## src/rtl/fp_class_if.sv

```systemverilog
// Operand/result handshake bundle for the FP classify unit.
// The master drives operands and result-ready; the slave is the classifier.
interface fp_class_if;
  logic        fp_class_i_valid;
  logic        fp_class_o_ready;
  logic [63:0] fp_class_i_data;
  logic [1:0]  fp_class_i_fmt;
  logic        fp_class_o_valid;
  logic        fp_class_i_ready;
  logic [63:0] fp_class_o_result;

  modport master (
    output fp_class_i_valid, fp_class_i_data, fp_class_i_fmt, fp_class_i_ready,
    input  fp_class_o_ready, fp_class_o_valid, fp_class_o_result
  );

  modport slave (
    input  fp_class_i_valid, fp_class_i_data, fp_class_i_fmt, fp_class_i_ready,
    output fp_class_o_ready, fp_class_o_valid, fp_class_o_result
  );
endinterface

```

## src/rtl/fp_class.sv

```systemverilog
// Two-stage FCLASS.S/FCLASS.D unit: stage 1 decodes the operand fields,
// stage 2 holds the RISC-V one-hot class mask for integer writeback.
module fp_class #(
  parameter bit NANBOX_CHECK = 1'b0
) (
  input  logic       fp_class_i_clk,
  input  logic       fp_class_i_rst_n,
  fp_class_if.slave  bus
);

  logic       s1_vld_reg;
  logic       s1_sign_reg;
  logic       s1_exp_zero_reg;
  logic       s1_exp_ones_reg;
  logic       s1_man_zero_reg;
  logic       s1_man_msb_reg;
  logic       s1_fmt_ok_reg;
  logic       s1_boxfail_reg;
  logic       s2_vld_reg;
  logic [9:0] s2_mask_reg;

  logic       s1_adv;
  logic       s2_adv;
  logic       in_xfer;
  logic       is_f64;
  logic       sign_next;
  logic       exp_zero_next;
  logic       exp_ones_next;
  logic       man_zero_next;
  logic       man_msb_next;
  logic       fmt_ok_next;
  logic       boxfail_next;
  logic [9:0] mask_next;

  // A stage may advance when it is empty or the stage after it is moving.
  assign s2_adv  = !s2_vld_reg || bus.fp_class_i_ready;
  assign s1_adv  = !s1_vld_reg || s2_adv;
  assign in_xfer = bus.fp_class_i_valid && s1_adv;

  assign bus.fp_class_o_ready  = s1_adv;
  assign bus.fp_class_o_valid  = s2_vld_reg;
  assign bus.fp_class_o_result = {54'd0, (s2_vld_reg ? s2_mask_reg : 10'd0)};

  assign is_f64        = (bus.fp_class_i_fmt == 2'd1);
  assign fmt_ok_next   = !bus.fp_class_i_fmt[1];
  assign boxfail_next  = NANBOX_CHECK && (bus.fp_class_i_fmt == 2'd0) &&
                         (bus.fp_class_i_data[63:32] != 32'hFFFF_FFFF);
  assign sign_next     = is_f64 ? bus.fp_class_i_data[63] : bus.fp_class_i_data[31];
  assign exp_zero_next = is_f64 ? (bus.fp_class_i_data[62:52] == 11'd0)
                                : (bus.fp_class_i_data[30:23] == 8'd0);
  assign exp_ones_next = is_f64 ? (&bus.fp_class_i_data[62:52])
                                : (&bus.fp_class_i_data[30:23]);
  assign man_zero_next = is_f64 ? (bus.fp_class_i_data[51:0] == 52'd0)
                                : (bus.fp_class_i_data[22:0] == 23'd0);
  assign man_msb_next  = is_f64 ? bus.fp_class_i_data[51] : bus.fp_class_i_data[22];

  always_comb begin
    mask_next = 10'd0;
    if (!s1_fmt_ok_reg) begin
      mask_next = 10'd0;
    end else if (s1_boxfail_reg) begin
      mask_next[9] = 1'b1;
    end else if (s1_exp_ones_reg) begin
      if (s1_man_zero_reg) begin
        mask_next[s1_sign_reg ? 0 : 7] = 1'b1;
      end else begin
        mask_next[s1_man_msb_reg ? 9 : 8] = 1'b1;
      end
    end else if (s1_exp_zero_reg) begin
      if (s1_man_zero_reg) begin
        mask_next[s1_sign_reg ? 3 : 4] = 1'b1;
      end else begin
        mask_next[s1_sign_reg ? 2 : 5] = 1'b1;
      end
    end else begin
      mask_next[s1_sign_reg ? 1 : 6] = 1'b1;
    end
  end

  always_ff @(posedge fp_class_i_clk) begin
    if (!fp_class_i_rst_n) begin
      s1_vld_reg  <= 1'b0;
      s2_vld_reg  <= 1'b0;
      s2_mask_reg <= 10'd0;
    end else begin
      if (s1_adv) begin
        s1_vld_reg <= bus.fp_class_i_valid;
      end
      if (s2_adv) begin
        s2_vld_reg <= s1_vld_reg;
        if (s1_vld_reg) begin
          s2_mask_reg <= mask_next;
        end
      end
    end
  end

  // Decode fields carry no reset; their valid bit alone qualifies them.
  always_ff @(posedge fp_class_i_clk) begin
    if (in_xfer) begin
      s1_sign_reg     <= sign_next;
      s1_exp_zero_reg <= exp_zero_next;
      s1_exp_ones_reg <= exp_ones_next;
      s1_man_zero_reg <= man_zero_next;
      s1_man_msb_reg  <= man_msb_next;
      s1_fmt_ok_reg   <= fmt_ok_next;
      s1_boxfail_reg  <= boxfail_next;
    end
  end

endmodule

```

## src/flat_wrapper.sv

```systemverilog
// flat-port wrapper written by rule: the top's interface ports become plain ports
module fp_class_flat 
#(
  parameter bit NANBOX_CHECK = 1'b0
)
  (fp_class_i_clk, fp_class_i_rst_n, bus_fp_class_i_valid, bus_fp_class_i_data, bus_fp_class_i_fmt, bus_fp_class_i_ready, bus_fp_class_o_ready, bus_fp_class_o_valid, bus_fp_class_o_result);
  fp_class_if bus_i ();
  input  logic fp_class_i_clk;
  input  logic fp_class_i_rst_n;
  input wire logic [$bits(bus_i.fp_class_i_valid)-1:0] bus_fp_class_i_valid;
  input wire logic [$bits(bus_i.fp_class_i_data)-1:0] bus_fp_class_i_data;
  input wire logic [$bits(bus_i.fp_class_i_fmt)-1:0] bus_fp_class_i_fmt;
  input wire logic [$bits(bus_i.fp_class_i_ready)-1:0] bus_fp_class_i_ready;
  output wire logic [$bits(bus_i.fp_class_o_ready)-1:0] bus_fp_class_o_ready;
  output wire logic [$bits(bus_i.fp_class_o_valid)-1:0] bus_fp_class_o_valid;
  output wire logic [$bits(bus_i.fp_class_o_result)-1:0] bus_fp_class_o_result;
  assign bus_i.fp_class_i_valid = bus_fp_class_i_valid;
  assign bus_i.fp_class_i_data = bus_fp_class_i_data;
  assign bus_i.fp_class_i_fmt = bus_fp_class_i_fmt;
  assign bus_i.fp_class_i_ready = bus_fp_class_i_ready;
  assign bus_fp_class_o_ready = bus_i.fp_class_o_ready;
  assign bus_fp_class_o_valid = bus_i.fp_class_o_valid;
  assign bus_fp_class_o_result = bus_i.fp_class_o_result;
  fp_class #(.NANBOX_CHECK(NANBOX_CHECK)) u_core (.fp_class_i_clk(fp_class_i_clk), .fp_class_i_rst_n(fp_class_i_rst_n), .bus(bus_i));
endmodule
```

## config.mk

```make
export PLATFORM = sky130hd
export DESIGN_NAME = fp_class_flat
export DESIGN_NICKNAME = d
export VERILOG_FILES = /design/src/rtl/fp_class_if.sv /design/src/rtl/fp_class.sv /design/src/flat_wrapper.sv
export SDC_FILE = /design/constraint.sdc
export NUM_CORES = 1
export LEC_CHECK = 0
export ABC_AREA = 1
export CAP_MARGIN = 0
export CORE_UTILIZATION = 34
export CTS_CLUSTER_SIZE = 28
export DETAILED_ROUTE_END_ITERATION = 12
export HOLD_SLACK_MARGIN = 0.03
export PLACE_DENSITY_LB_ADDON = 0.1
export SYNTH_ARGS = -nofsm -noshare
export SYNTH_HDL_FRONTEND = slang
export SYNTH_SLANG_ARGS = --single-unit
```

## constraint.sdc

```tcl
create_clock -name fp_class_i_clk -period 2.82 [get_ports fp_class_i_clk]
set_input_delay 0.423 -clock fp_class_i_clk [delete_from_list [all_inputs] [get_ports fp_class_i_clk]]
set_output_delay 0.423 -clock fp_class_i_clk [all_outputs]
set_load 0.02 [all_outputs]
```

# After elaboration in Yosys (flattened, before gate mapping)
# Cells that the tools add are included.
dict set report word_totals {
  in_bits 70
  register_bits 18
  wordCells 64
  output_inout_bits 66
}
dict set report op_classes {
  magnitude_cmp 10
  n_reduce_logical 18
  mux 26
  n_eq_ne 1
}
# op count
set ops {}
lappend ops {{$ge A32 B1 Y1 const B} 5}
lappend ops {{$lt A32 B6 Y1 const B} 5}
lappend ops {{$mux W10} 6}
lappend ops {{$logic_not A52 Y1} 1}
lappend ops {{$logic_not A23 Y1} 1}
lappend ops {{$demux W1 S4} 5}
lappend ops {{$mux W3} 4}
lappend ops {{$logic_not A11 Y1} 1}
lappend ops {{$mux W1} 11}
lappend ops {{$reduce_and A11 Y1} 1}
lappend ops {{$logic_not A8 Y1} 1}
lappend ops {{$reduce_and A8 Y1} 1}
lappend ops {{$logic_and A1 B1 Y1} 6}
lappend ops {{$logic_not A1 Y1} 3}
lappend ops {{$eq A2 B1 Y1 const B} 1}
lappend ops {{$logic_or A1 B1 Y1} 2}
lappend ops {{$reduce_and A2 Y1} 1}

# Logic depth before layout (Yosys ltp)
# Gate-level depths: netlist of run 1.
dict set report logic_depth {
  word_depth 9
  ltp_mapped 7
  mapped_depth_nobuf 7
}

# Worst setup path after synthesis of run 1
# No wires, ideal clock.
dict set report synth_path {
  path_kind {register to output}
  start {register u_core.s2_vld_reg (netlist: u_core.bus.fp_class_o_valid)}
  end {output bus_fp_class_o_result[0]}
  arrival_ps 984
  path_stages_with_launch 4
  required_time_ps 2397
  path_buffers 1
  slack_ps 1413
  cell_sequence {dfxtp_1 > clkbuf_1 > nand2_1 > inv_1}
}
dict set report synth_between {
  elab_chain_cells 1
}
# element line_no
set synth_lines {}
lappend synth_lines {{start, declared} fp_class.sv:19} ;# logic s2_vld_reg;
lappend synth_lines {{start signal, assigned} fp_class.sv:90} ;# s2_vld_reg <= s1_vld_reg;
lappend synth_lines {{$mux W10} fp_class.sv:42} ;# assign bus.fp_class_o_result = {54'd0, (s2_vld_reg ? s2_mask_reg : 10'd0)};
lappend synth_lines {{end, declared} flat_wrapper.sv:16} ;# output wire logic [$bits(bus_i.fp_class_o_result)-1:0] bus_fp_class_o_result;
# No other way between the ends.

# Final worst setup path of run 1
dict set report layout_path {
  start {input bus_fp_class_i_ready}
  end {output bus_fp_class_o_ready}
}
dict set report layout_between {
  elab_chain_cells 2
}
# element line_no
set layout_lines {}
lappend layout_lines {{start, declared} flat_wrapper.sv:13} ;# input wire logic [$bits(bus_i.fp_class_i_ready)-1:0] bus_fp_class_i_ready;
lappend layout_lines {{$logic_or A1 B1 Y1} fp_class.sv:36} ;# assign s2_adv = !s2_vld_reg || bus.fp_class_i_ready;
lappend layout_lines {{$logic_or A1 B1 Y1} fp_class.sv:37} ;# assign s1_adv = !s1_vld_reg || s2_adv;
lappend layout_lines {{end, declared} flat_wrapper.sv:14} ;# output wire logic [$bits(bus_i.fp_class_o_ready)-1:0] bus_fp_class_o_ready;
# No other way between the ends.

==> results of run 1 <==
[worst max-delay path, cell delays in order]
cell and delay (ns):
clkdlybuf4s50_1 0.45, inv_1 0.05, nand3_1 0.10, clkdlybuf4s50_1 0.62
[cell usage in the layout, fill, tap and decap left out]
cell type,count
nor2_1,38
nor2_2,1
clkdlybuf4s50_1,81
inv_1,26
nor3_1,1
a211oi_1,1
nand4_1,10
o21ai_0,1
o21ai_1,2
nand2_2,2
inv_2,5
nand2_4,1
nor3_4,1
a21oi_1,12
nand2_1,40
nor4_1,3
clkbuf_8,4
conb_1,54
nand3_1,9
dfxtp_1,12
edfxtp_1,6
[final cells by class]
class                           count  share of cell area
Inverter                           31              0.0524
Tap cell                           50              0.0282
Multi-Input combinational cell    176               0.340
Timing Repair Buffer               81               0.365
Sequential cell                    18               0.189
Clock buffer                        4              0.0248
[cell families after synthesis]
| logic type | after synthesis | share of synthesized area |
|---|---|---|
| simple gates | 106 | 0.313 |
| buf+inv | 86 | 0.350 |
| other cells | 1 | 0.00250 |
| flops | 18 | 0.280 |
| compound gates | 16 | 0.0550 |
[worst max path at each step]
stage                                           start                  endpoint  slack [ns]  depth (start not counted)
after floorplan           u_core.bus.fp_class_o_valid  bus_fp_class_o_result[0]        1.41                          3
after global placement           bus_fp_class_i_ready      bus_fp_class_o_ready        0.75                          4
after detailed placement         bus_fp_class_i_ready      bus_fp_class_o_ready        0.74                          4
after CTS                        bus_fp_class_i_ready      bus_fp_class_o_ready        0.74                          4
after global routing      u_core.bus.fp_class_o_valid      bus_fp_class_o_ready        0.67                          2
final                            bus_fp_class_i_ready      bus_fp_class_o_ready        0.75                          4
[power by group]
part	leakage, nW	total [mW]	switching, mW	internal, mW
clock	0.0288	0.206	0.0817	0.124
sequential	0.157	0.289	0.0102	0.279
combinational	0.850	0.215	0.113	0.102
total	1.04	0.710	0.205	0.505
[stage by stage]
stage	std cells	hold slack [ns]	power, mW
after floorplan	280	0.445	0.456
after global placement	356	0.456	0.507
after detailed placement	356	0.460	0.509
after CTS	360	0.471	0.715
after global routing	360	0.491	0.748
final	360	0.468	0.710
[metal layers]
layer  wire, µm  part of all wire  vias up
li1           -                 -      767
met3        329              0.11        4
met2       1510              0.50       68
met1       1140              0.38      599
met4         34             0.011        0
met5          0                 0        -
==> summary.md, run 1 <==
| Metric | Value |
|---|---|
| Outcome | `finished clean` |
| Worst-path fanout max | `3` |
| # hold bufs at CTS | `0` |
| Final Cycle Share | `0.734` |
| DRT Pass-1 Iters | `4` |
| Synth cell types | `21` |
| Global Route met2 Usage | `0.212` |
| Main synth FF type | `dfxtp_1` |
| Die ar. | `4690 µm²` |
| Type of the worst setup path | `in -> out` |
| Final Util | `0.540` |
| Drt total wl | `3010 µm` |
| IO Port Bufs | `81` |
| Filler instances | `433` |
| Synth Register Bits | `18` |
| Post-synth EDFFs | `6` |
| Pin count of the biggest net entering global routing | `14` |
| Setup Buffers After CTS | `0` |
| Slew Limit Fails | `0` |
| Cells after synthesis | `227` |
| Vias/cell | `3.99` |
| Setup crit start kind | `input pin` |
| Starting Density | `0.365` |
| Antenna violations before repair | `0` |
| Worst reg2reg path startpoint | `u_core.bus.fp_class_o_valid` |
| Syn_area_per_cell | `6.62 µm²` |
| Clk buf depth | `2` |
| Congestion Overflow GR | `0` |
| Die width | `between 60 and 70 µm` |
| # diodes | `0` |
| Reg2reg end | `u_core.s1_sign_reg` |
| Pwr Density | `319 nW/µm²` |
| Post-detail-place hpwl | `roughly 2700 µm` |
| Clock slew at reported path FFs | `0.06 ns` |
| All-Layer GR Usage | `0.130` |
| GR Util met3 | `0.0517` |
| Design area | `2220 µm²` |
| Seq. cell area | `420 µm²` |
| Hold Path Sink | `u_core.s2_mask_reg[7]` |
| Routed Antenna Nets | `0` |
| Chip height | `68.5 µm` |
| Number of I/O pins | `136` |
| Met1 usage | `0.151` |
| Leading area contributor after synthesis | `buf_4` |
| Worst Reg-to-Reg Cells | `3` |
| Setup TNS | `0 ns` |
| Static leakage | `~1.0 nW` |
| Hold Path Class | `reg -> reg` |
| NumNets Final | `381` |
| Sequential fraction of the synthesis area | `0.280` |
| Placed inst area | `~2200 µm²` |
| Root buffer cell | `clkbuf_8` |
| Floorplan row count | `23` |
| Clock latency on the worst-skew pair | `~0.25 ns` |
| CTS Buf Count | `3` |
| CTS H-tree lvls | `1` |
| Layout cells sized above 1 | `0.0452` |
| First-pass GRT wire length | `4620 µm` |
| Post-Syn Area | `1500 µm²` |
| Area delta synth->final | `47.8%` |
| Global routing's busiest layer | `met2` |
| Residual DRC | `0` |
| Placement Setup Slack | `0.742 ns` |
| Final Skew | `0.00184 ns` |
| Post-layout min period | `2.07 ns` |
| Gpl congestion | `0.773` |
| Post_cts resized | `0` |
| Cell with the most instances after synthesis | `buf_4` |
| CORE AREA | `4120 µm²` |
| Wire per inst | `8.36 µm` |
| RSZ-0062 raised after global routing | `false` |
| Final hold vios | `0` |
| Min-delay src | `u_core.s2_mask_reg[7]` |
| Multi-input logic area | `756 µm²` |
| Max FFs per register | `10` |
| Peak supply drop | `0.000136 V` |
| Vias | `roughly 1400` |
| Crit end category | `output pin` |
| Starting DRT DRC Count | `50` |
| Top-area cell type share of the netlist area | `0.270` |
| Synth cell count leaders | `buf_4 (54), nand2_1 (40), nor2_1 (38), inv_1 (26)` |
| Yosys Warn Count | `0` |
| Max_cap viols | `0` |
| WP data required | `2.40 ns` |
| Fraction of registers with async set or reset after synthesis | `0` |
| Top cells by area, synth | `buf_4 (27%), dfxtp_1 (16%), edfxtp_1 (12%)` |
| PnR worst setup slack | `between 0.7 and 0.8 ns` |
| Worst hold path stage count | `2` |
| Vias in the first global route | `1149` |
| Num Clock Sinks | `18` |
| TritonCTS clock tree | `yes` |
| CP arrival | `1.65 ns` |
| Fmax | `between 400 and 500 MHz` |
| Setup violations, final | `0` |
| Flop-to-flop setup slack | `1.54 ns` |
(Power assumes the default switching activity.)
==> run 2, diff against run 1 <==
--- a/config.mk
+++ b/config.mk
@@ -7,7 +7,7 @@
 export LEC_CHECK = 0
 export ABC_AREA = 1
 export CAP_MARGIN = 0
-export CORE_UTILIZATION = 34
+export CORE_UTILIZATION = 28
 export CTS_CLUSTER_SIZE = 28
 export DETAILED_ROUTE_END_ITERATION = 12
 export HOLD_SLACK_MARGIN = 0.03
==> constraint.sdc (replaced) <==
create_clock -name fp_class_i_clk -period 1.85 [get_ports fp_class_i_clk]
set_input_delay 0.2775 -clock fp_class_i_clk [delete_from_list [all_inputs] [get_ports fp_class_i_clk]]
set_output_delay 0.2775 -clock fp_class_i_clk [all_outputs]
set_load 0.02 [all_outputs]
==> run 2 against run 1 <==
- hold slack lost 0.0046 ns
- sequential power increased by 52%
- critical path type is now reg -> out
- final area up 2.3%
- first-iteration DRC count is 20% lower
- non-clock buffer count up 1
- clock power up 29%
- cell count up 5.8%
- flip-flop and latch count is the same
- largest cell class unchanged
- die area up 21%
- wire length grew 1.4%
==> summary.md, run 2 (synthesized netlist as in run 1, its figures left out) <==
| Metric | Value |
|---|---|
| Outcome | `finished clean (unchanged)` |
| Area delta synth->final | `51.2% (was 47.8%)` |
| Final Skew | `0.00194 ns (was 0.00184 ns)` |
| CORE AREA | `5140 µm² (was 4120 µm²)` |
| WP data required | `1.57 ns (was 2.40 ns)` |
| Final Cycle Share | `0.922` |
| Max_cap viols | `0 (unchanged)` |
| Most frequent cells in the layout | `clkdlybuf4s50_1 (75), conb_1 (54), nand2_1 (40) (was clkdlybuf4s50_1 (81), conb_1 (54), nand2_1 (40))` |
| Sw frac | `0.295 (was 0.289)` |
| Comb power frac | `0.323 (was 0.303)` |
| Wire per inst | `8.01 µm (was 8.36 µm)` |
| Pin count of the biggest net entering global routing | `11 (was 14)` |
| Setup crit start kind | `flip-flop (was input pin)` |
| Starting Density | `0.292 (was 0.365)` |
| Die ar. | `5660 µm² (was 4690 µm²)` |
| Root buffer cell | `clkbuf_8 (unchanged)` |
| Setup TNS | `0 ns (unchanged)` |
| Net Switching | `0.306 mW (was 0.205 mW)` |
| CTS H-tree lvls | `1 (unchanged)` |
| Post-layout min period | `1.71 ns` |
| # hold bufs at CTS | `0 (unchanged)` |
| Vias/cell | `3.72 (was 3.99)` |
| Peak supply drop | `0.000205 V (was 0.000136 V)` |
| Drt total wl | `3050 µm (was 3010 µm)` |
| Clock latency on the worst-skew pair | `0.25 ns (about the same)` |
| Hold Path Class | `reg -> reg (unchanged)` |
| Final hold vios | `0 (unchanged)` |
| Starting DRT DRC Count | `40 (was 50)` |
| Type of the worst setup path | `reg -> out (was in -> out)` |
| Static leakage | `1.13 nW (was 1.04 nW)` |
| Slew Limit Fails | `0 (unchanged)` |
| Clk buf depth | `2 (unchanged)` |
| Fmax | `586 MHz` |
| Commonest non-fill, non-tap cell in the layout | `clkdlybuf4s50_1 (unchanged)` |
| TritonCTS clock tree | `yes (unchanged)` |
| Filler instances | `599 (was 433)` |
| Setup Buffers After CTS | `0 (unchanged)` |
| Pwr Density | `457 nW/µm² (was 319 nW/µm²)` |
| NumNets Final | `382 (was 381)` |
| Num Clock Sinks | `18 (unchanged)` |
| Die width | `75.3 µm (was 68.5 µm)` |
| Vias | `1418 (was 1438)` |
| Cell-internal power | `0.732 mW (was 0.505 mW)` |
| IO Port Bufs | `81 (unchanged)` |
| Floorplan row count | `26 (was 23)` |
| DRT Pass-1 Iters | `4 (unchanged)` |
| Residual DRC | `0 (unchanged)` |
| Congestion Overflow GR | `0 (unchanged)` |
| Layout cells sized above 1 | `0.0482 (was 0.0452)` |
| Number of I/O pins | `136 (unchanged)` |
| Worst Reg-to-Reg Cells | `4 (was 3)` |
| Crit end category | `output pin (unchanged)` |
| Vias in the first global route | `1225 (was 1149)` |
| # diodes | `0 (unchanged)` |
| Reg power frac | `0.422 (was 0.407)` |
| CP arrival | `1.43 ns (was 1.65 ns)` |
| RSZ-0062 raised after global routing | `false (unchanged)` |
| Hold slack final | `0.463 ns (was 0.468 ns)` |
| Worst-path fanout max | `10 (was 3)` |
| Setup violations, final | `0 (unchanged)` |
| Final Util | `0.442 (was 0.540)` |
| Gpl congestion | `0.696 (was 0.773)` |
| CTS Buf Count | `3 (unchanged)` |
| Clock slew at reported path FFs | `0.06 ns (about the same)` |
| Chip height | `75.3 µm (was 68.5 µm)` |
| Post-detail-place hpwl | `2770 µm (was 2720 µm)` |
| Worst hold path stage count | `2 (unchanged)` |
| First-pass GRT wire length | `4840 µm (was 4620 µm)` |
| Post_cts resized | `0 (unchanged)` |
| All-Layer GR Usage | `0.109 (was 0.130)` |
| Max FFs per register | `10 (unchanged)` |
| Clock share of power | `0.255 (was 0.290)` |
| Routed Antenna Nets | `0 (unchanged)` |
| Antenna violations before repair | `0 (unchanged)` |
-- run 2: cell count changes in the layout (fill, tap and decap cells not counted) --
cell and change:
dlymetal6s2s_1 +6, dfxtp_2 +1, clkinv_1 +1, buf_12 +1, clkdlybuf4s50_1 -6, dfxtp_1 -1, clkbuf_8 -1
-- run 2: worst paths after layout --
kind	slack, ns	startpoint	to
hold / removal	0.46	u_core.s2_mask_reg[6]	u_core.s2_mask_reg[6]
setup reg to reg	0.67	u_core.bus.fp_class_o_valid	u_core.s1_sign_reg
setup / recovery	0.14	u_core.bus.fp_class_o_valid	bus_fp_class_o_result[4]
hold reg to reg	0.46	u_core.s2_mask_reg[6]	u_core.s2_mask_reg[6]
-- run 2: cell type report --
type / instances / area [µm²] / area share
clock buffers: 3 / 41.3 / 0.0182
clock inverters: 1 / 3.75 / 0.00165
inverters: 31 / 116 / 0.0512
multi-input cells: 176 / 756 / 0.333
flip-flops and latches: 18 / 422 / 0.186
well taps: 70 / 87.6 / 0.0385
repair buffers: 82 / 846 / 0.372
-- run 2: power groups by stage --
stage                     clock, mW  combinational (mW)  sequential (mW)
after global placement            0               0.335            0.446
after floorplan                   0               0.250            0.445
final                         0.265               0.335            0.438
after CTS                     0.280               0.337            0.437
after global routing          0.293               0.369            0.441
after detailed placement          0               0.336            0.446
-- run 2: per-stage QoR --
| step | total power, mW | area [µm²] | worst slack, ns | cells |
|---|---|---|---|---|
| CTS | 1.05 | 2260 | 0.0389 | 381 |
| finish | 1.04 | 2270 | 0.145 | 381 |
| floorplan | 0.695 | 1700 | 0.587 | 280 |
| global route | 1.10 | 2270 | 0.0722 | 381 |
| global placement | 0.782 | 2210 | 0.0866 | 377 |
| detailed placement | 0.782 | 2210 | 0.0709 | 377 |
-- run 2: critical path: stages (launching register included) --
cell and delay, ns:
dfxtp_2 0.37, buf_12 0.13, nand2_1 0.05, inv_1 0.04, clkdlybuf4s50_1 0.58
-- run 2: layer usage --
layer | part of all wire | GRT usage
met2 | 0.49 | 0.185
met1 | 0.40 | 0.130
met5 | 0 | 0
met3 | 0.10 | 0.0388
met4 | 0.0066 | 0.0309
==> run 3, diff against run 2 <==
--- a/config.mk
+++ b/config.mk
@@ -12,6 +12,7 @@
 export DETAILED_ROUTE_END_ITERATION = 12
 export HOLD_SLACK_MARGIN = 0.03
 export PLACE_DENSITY_LB_ADDON = 0.1
+export SETUP_SLACK_MARGIN = 0.3
 export SYNTH_ARGS = -nofsm -noshare
 export SYNTH_HDL_FRONTEND = slang
 export SYNTH_SLANG_ARGS = --single-unit
==> run 3 against run 2 <==
- die area unchanged
- via count unchanged
- critical path depth unchanged
- critical endpoint is now bus_fp_class_o_ready
- global-route usage about the same
- critical path type is now in -> out
- largest cell class unchanged
- clock power about the same
- final area decreased by 1.3%
==> summary.md, run 3 (synthesized netlist as in run 1, its figures left out) <==
| Metric | Value |
|---|---|
| Fmax | `671 MHz (was 586 MHz)` |
| IO Port Bufs | `81 (unchanged)` |
| DRT Pass-1 Iters | `4 (unchanged)` |
| Cell Count, Final, Fillers Out | `381 (unchanged)` |
| Die ar. | `5660 µm² (unchanged)` |
| Gpl congestion | `0.696 (unchanged)` |
| Floorplan row count | `26 (unchanged)` |
| Setup TNS | `0 ns (unchanged)` |
| Comb power frac | `0.322 (was 0.323)` |
| Max FFs per register | `10 (unchanged)` |
| Drt total wl | `3040 µm (was 3050 µm)` |
| CP peak stage delay | `0.46 ns (was 0.58 ns)` |
| WP data required | `1.57 ns (about the same)` |
| Crit-path cells | `clkdlybuf4s50_1, inv_1, nand3_1, clkdlybuf4s15_1 (was buf_12, nand2_1, inv_1, clkdlybuf4s50_1)` |
| Dpl cells | `377 (unchanged)` |
| Final Util | `0.436 (was 0.442)` |
| Design area | `2240 µm² (was 2270 µm²)` |
| Root buffer cell | `clkbuf_8 (unchanged)` |
| Worst path bufs/invs | `3 (unchanged)` |
| Final Skew | `0.00189 ns (was 0.00194 ns)` |
| Crit end category | `output pin (unchanged)` |
| Setup crit start kind | `input pin (was flip-flop)` |
| Congestion Overflow GR | `0 (unchanged)` |
| Vias | `1418 (unchanged)` |
| Layout cells sized above 1 | `0.0482 (unchanged)` |
| Antenna violations before repair | `0 (unchanged)` |
| Pin count of the biggest net entering global routing | `11 (unchanged)` |
| Residual DRC | `0 (unchanged)` |
| Routed Antenna Nets | `0 (unchanged)` |
| Post-detail-place hpwl | `2770 µm (unchanged)` |
| Slew Limit Fails | `0 (unchanged)` |
| Cell-internal power | `0.731 mW (was 0.732 mW)` |
| Post-layout min period | `1.49 ns (was 1.71 ns)` |
| Starting Density | `0.292 (unchanged)` |
| Chip height | `75.3 µm (unchanged)` |
| Vias/cell | `3.72 (unchanged)` |
| Clock slew at reported path FFs | `0.06 ns (about the same)` |
| CP top delay family | `buffers and inverters (unchanged)` |
| Max_cap viols | `0 (unchanged)` |
| Placed inst area | `2210 µm² (unchanged)` |
| RSZ-0062 raised after global routing | `false (unchanged)` |
| Most frequent cells in the layout | `clkdlybuf4s50_1 (69), conb_1 (54), nand2_1 (40) (was clkdlybuf4s50_1 (75), conb_1 (54), nand2_1 (40))` |
| Area delta synth->final | `49.3% (was 51.2%)` |
| CP arrival | `1.21 ns (was 1.43 ns)` |
| Peak supply drop | `0.000205 V (about the same)` |
| Outcome | `finished clean (unchanged)` |
| Reg power frac | `0.422 (about the same)` |
| Slowest-stage cell, CP | `clkdlybuf4s50_1 (unchanged)` |
| Clock latency on the worst-skew pair | `0.25 ns (about the same)` |
| Worst-path fanout max | `3 (was 10)` |
| Hold Path Class | `reg -> reg (unchanged)` |
| Setup Buffers After CTS | `0 (unchanged)` |
| Sw frac | `0.295 (about the same)` |
| First-pass GRT wire length | `4860 µm (was 4840 µm)` |
| CTS Buf Count | `3 (unchanged)` |
| Commonest non-fill, non-tap cell in the layout | `clkdlybuf4s50_1 (unchanged)` |
| Static leakage | `1.09 nW (was 1.13 nW)` |
| Num Clock Sinks | `18 (unchanged)` |
| Type of the worst setup path | `in -> out (was reg -> out)` |
| CTS H-tree lvls | `1 (unchanged)` |
| Starting DRT DRC Count | `44 (was 40)` |
| Wire per inst | `7.99 µm (was 8.01 µm)` |
| Setup violations, final | `0 (unchanged)` |
| All-Layer GR Usage | `0.109 (about the same)` |
| Die width | `75.3 µm (unchanged)` |
| Final hold vios | `0 (unchanged)` |
| TritonCTS clock tree | `yes (unchanged)` |
| # hold bufs at CTS | `0 (unchanged)` |
| NumNets Final | `382 (unchanged)` |
| Pwr Density | `462 nW/µm² (was 457 nW/µm²)` |
| Clk buf depth | `2 (unchanged)` |
| Vias in the first global route | `1231 (was 1225)` |
| CORE AREA | `5140 µm² (unchanged)` |
| Number of I/O pins | `136 (unchanged)` |
| Final Cycle Share | `0.805 (was 0.922)` |
| # diodes | `0 (unchanged)` |
| Net Switching | `0.306 mW (about the same)` |
| Clock share of power | `0.256 (was 0.255)` |
[run 3: routing by layer]
layer  global-route usage  wire, µm  up-vias
met5                    0         0        -
met4               0.0309        20        0
met1                0.130      1230      575
met2                0.186      1490       65
li1                     -         -      774
met3               0.0388       303        4
[run 3: layout make-up]
class                   instances  area, µm²
clock buffers                   3       41.3
clock inverters                 1       3.75
fillers                       606       2900
inverters                      31        116
multi-input cells             176        756
flip-flops and latches         18        422
well taps                      70       87.6
repair buffers                 82        817
[run 3: power groups by stage]
stage	clock network [mW]	logic (mW)	registers (mW)
CTS	0.280	0.335	0.438
global placement	0	0.335	0.446
detailed placement	0	0.336	0.446
finish	0.265	0.333	0.438
global route	0.293	0.367	0.441
floorplan	0	0.250	0.445
[run 3: what timing repair did]
| item | in CTS | in global routing |
|---|---|---|
| resized for setup | 13 | 1 |
| gates cloned | 0 | 0 |
| endpoints found under the hold margin | 0 | 0 |
| setup endpoints to repair | 12 | 1 |
[run 3: worst paths after layout]
path / from / to / slack [ns] / cells after the start
worst min-delay path: u_core.s2_mask_reg[6] / u_core.s2_mask_reg[6] / 0.46 / 2
worst max register to register: u_core.bus.fp_class_o_valid / u_core.s1_sign_reg / 0.67 / 4
worst min register to register: u_core.s2_mask_reg[6] / u_core.s2_mask_reg[6] / 0.46 / 2
worst max-delay path: bus_fp_class_i_ready / bus_fp_class_o_ready / 0.36 / 4
[run 3: worst reg2reg max path: cells and delay by family, from the launching register on]
family                 cells  cell delay [ns]
flip-flops                 1             0.34
buffers and inverters      2             0.32
AND/OR/NAND/NOR            2             0.21
[run 3: stage by stage]
stage,hold WS [ns],setup WS (ns),power [mW]
6_report,0.463,0.360,1.04
5_1_grt,0.500,0.301,1.10
4_1_cts,0.466,0.338,1.05
3_5_place_dp,0.456,0.0709,0.782
3_3_place_gp,0.455,0.0866,0.782
2_1_floorplan,0.409,0.587,0.695
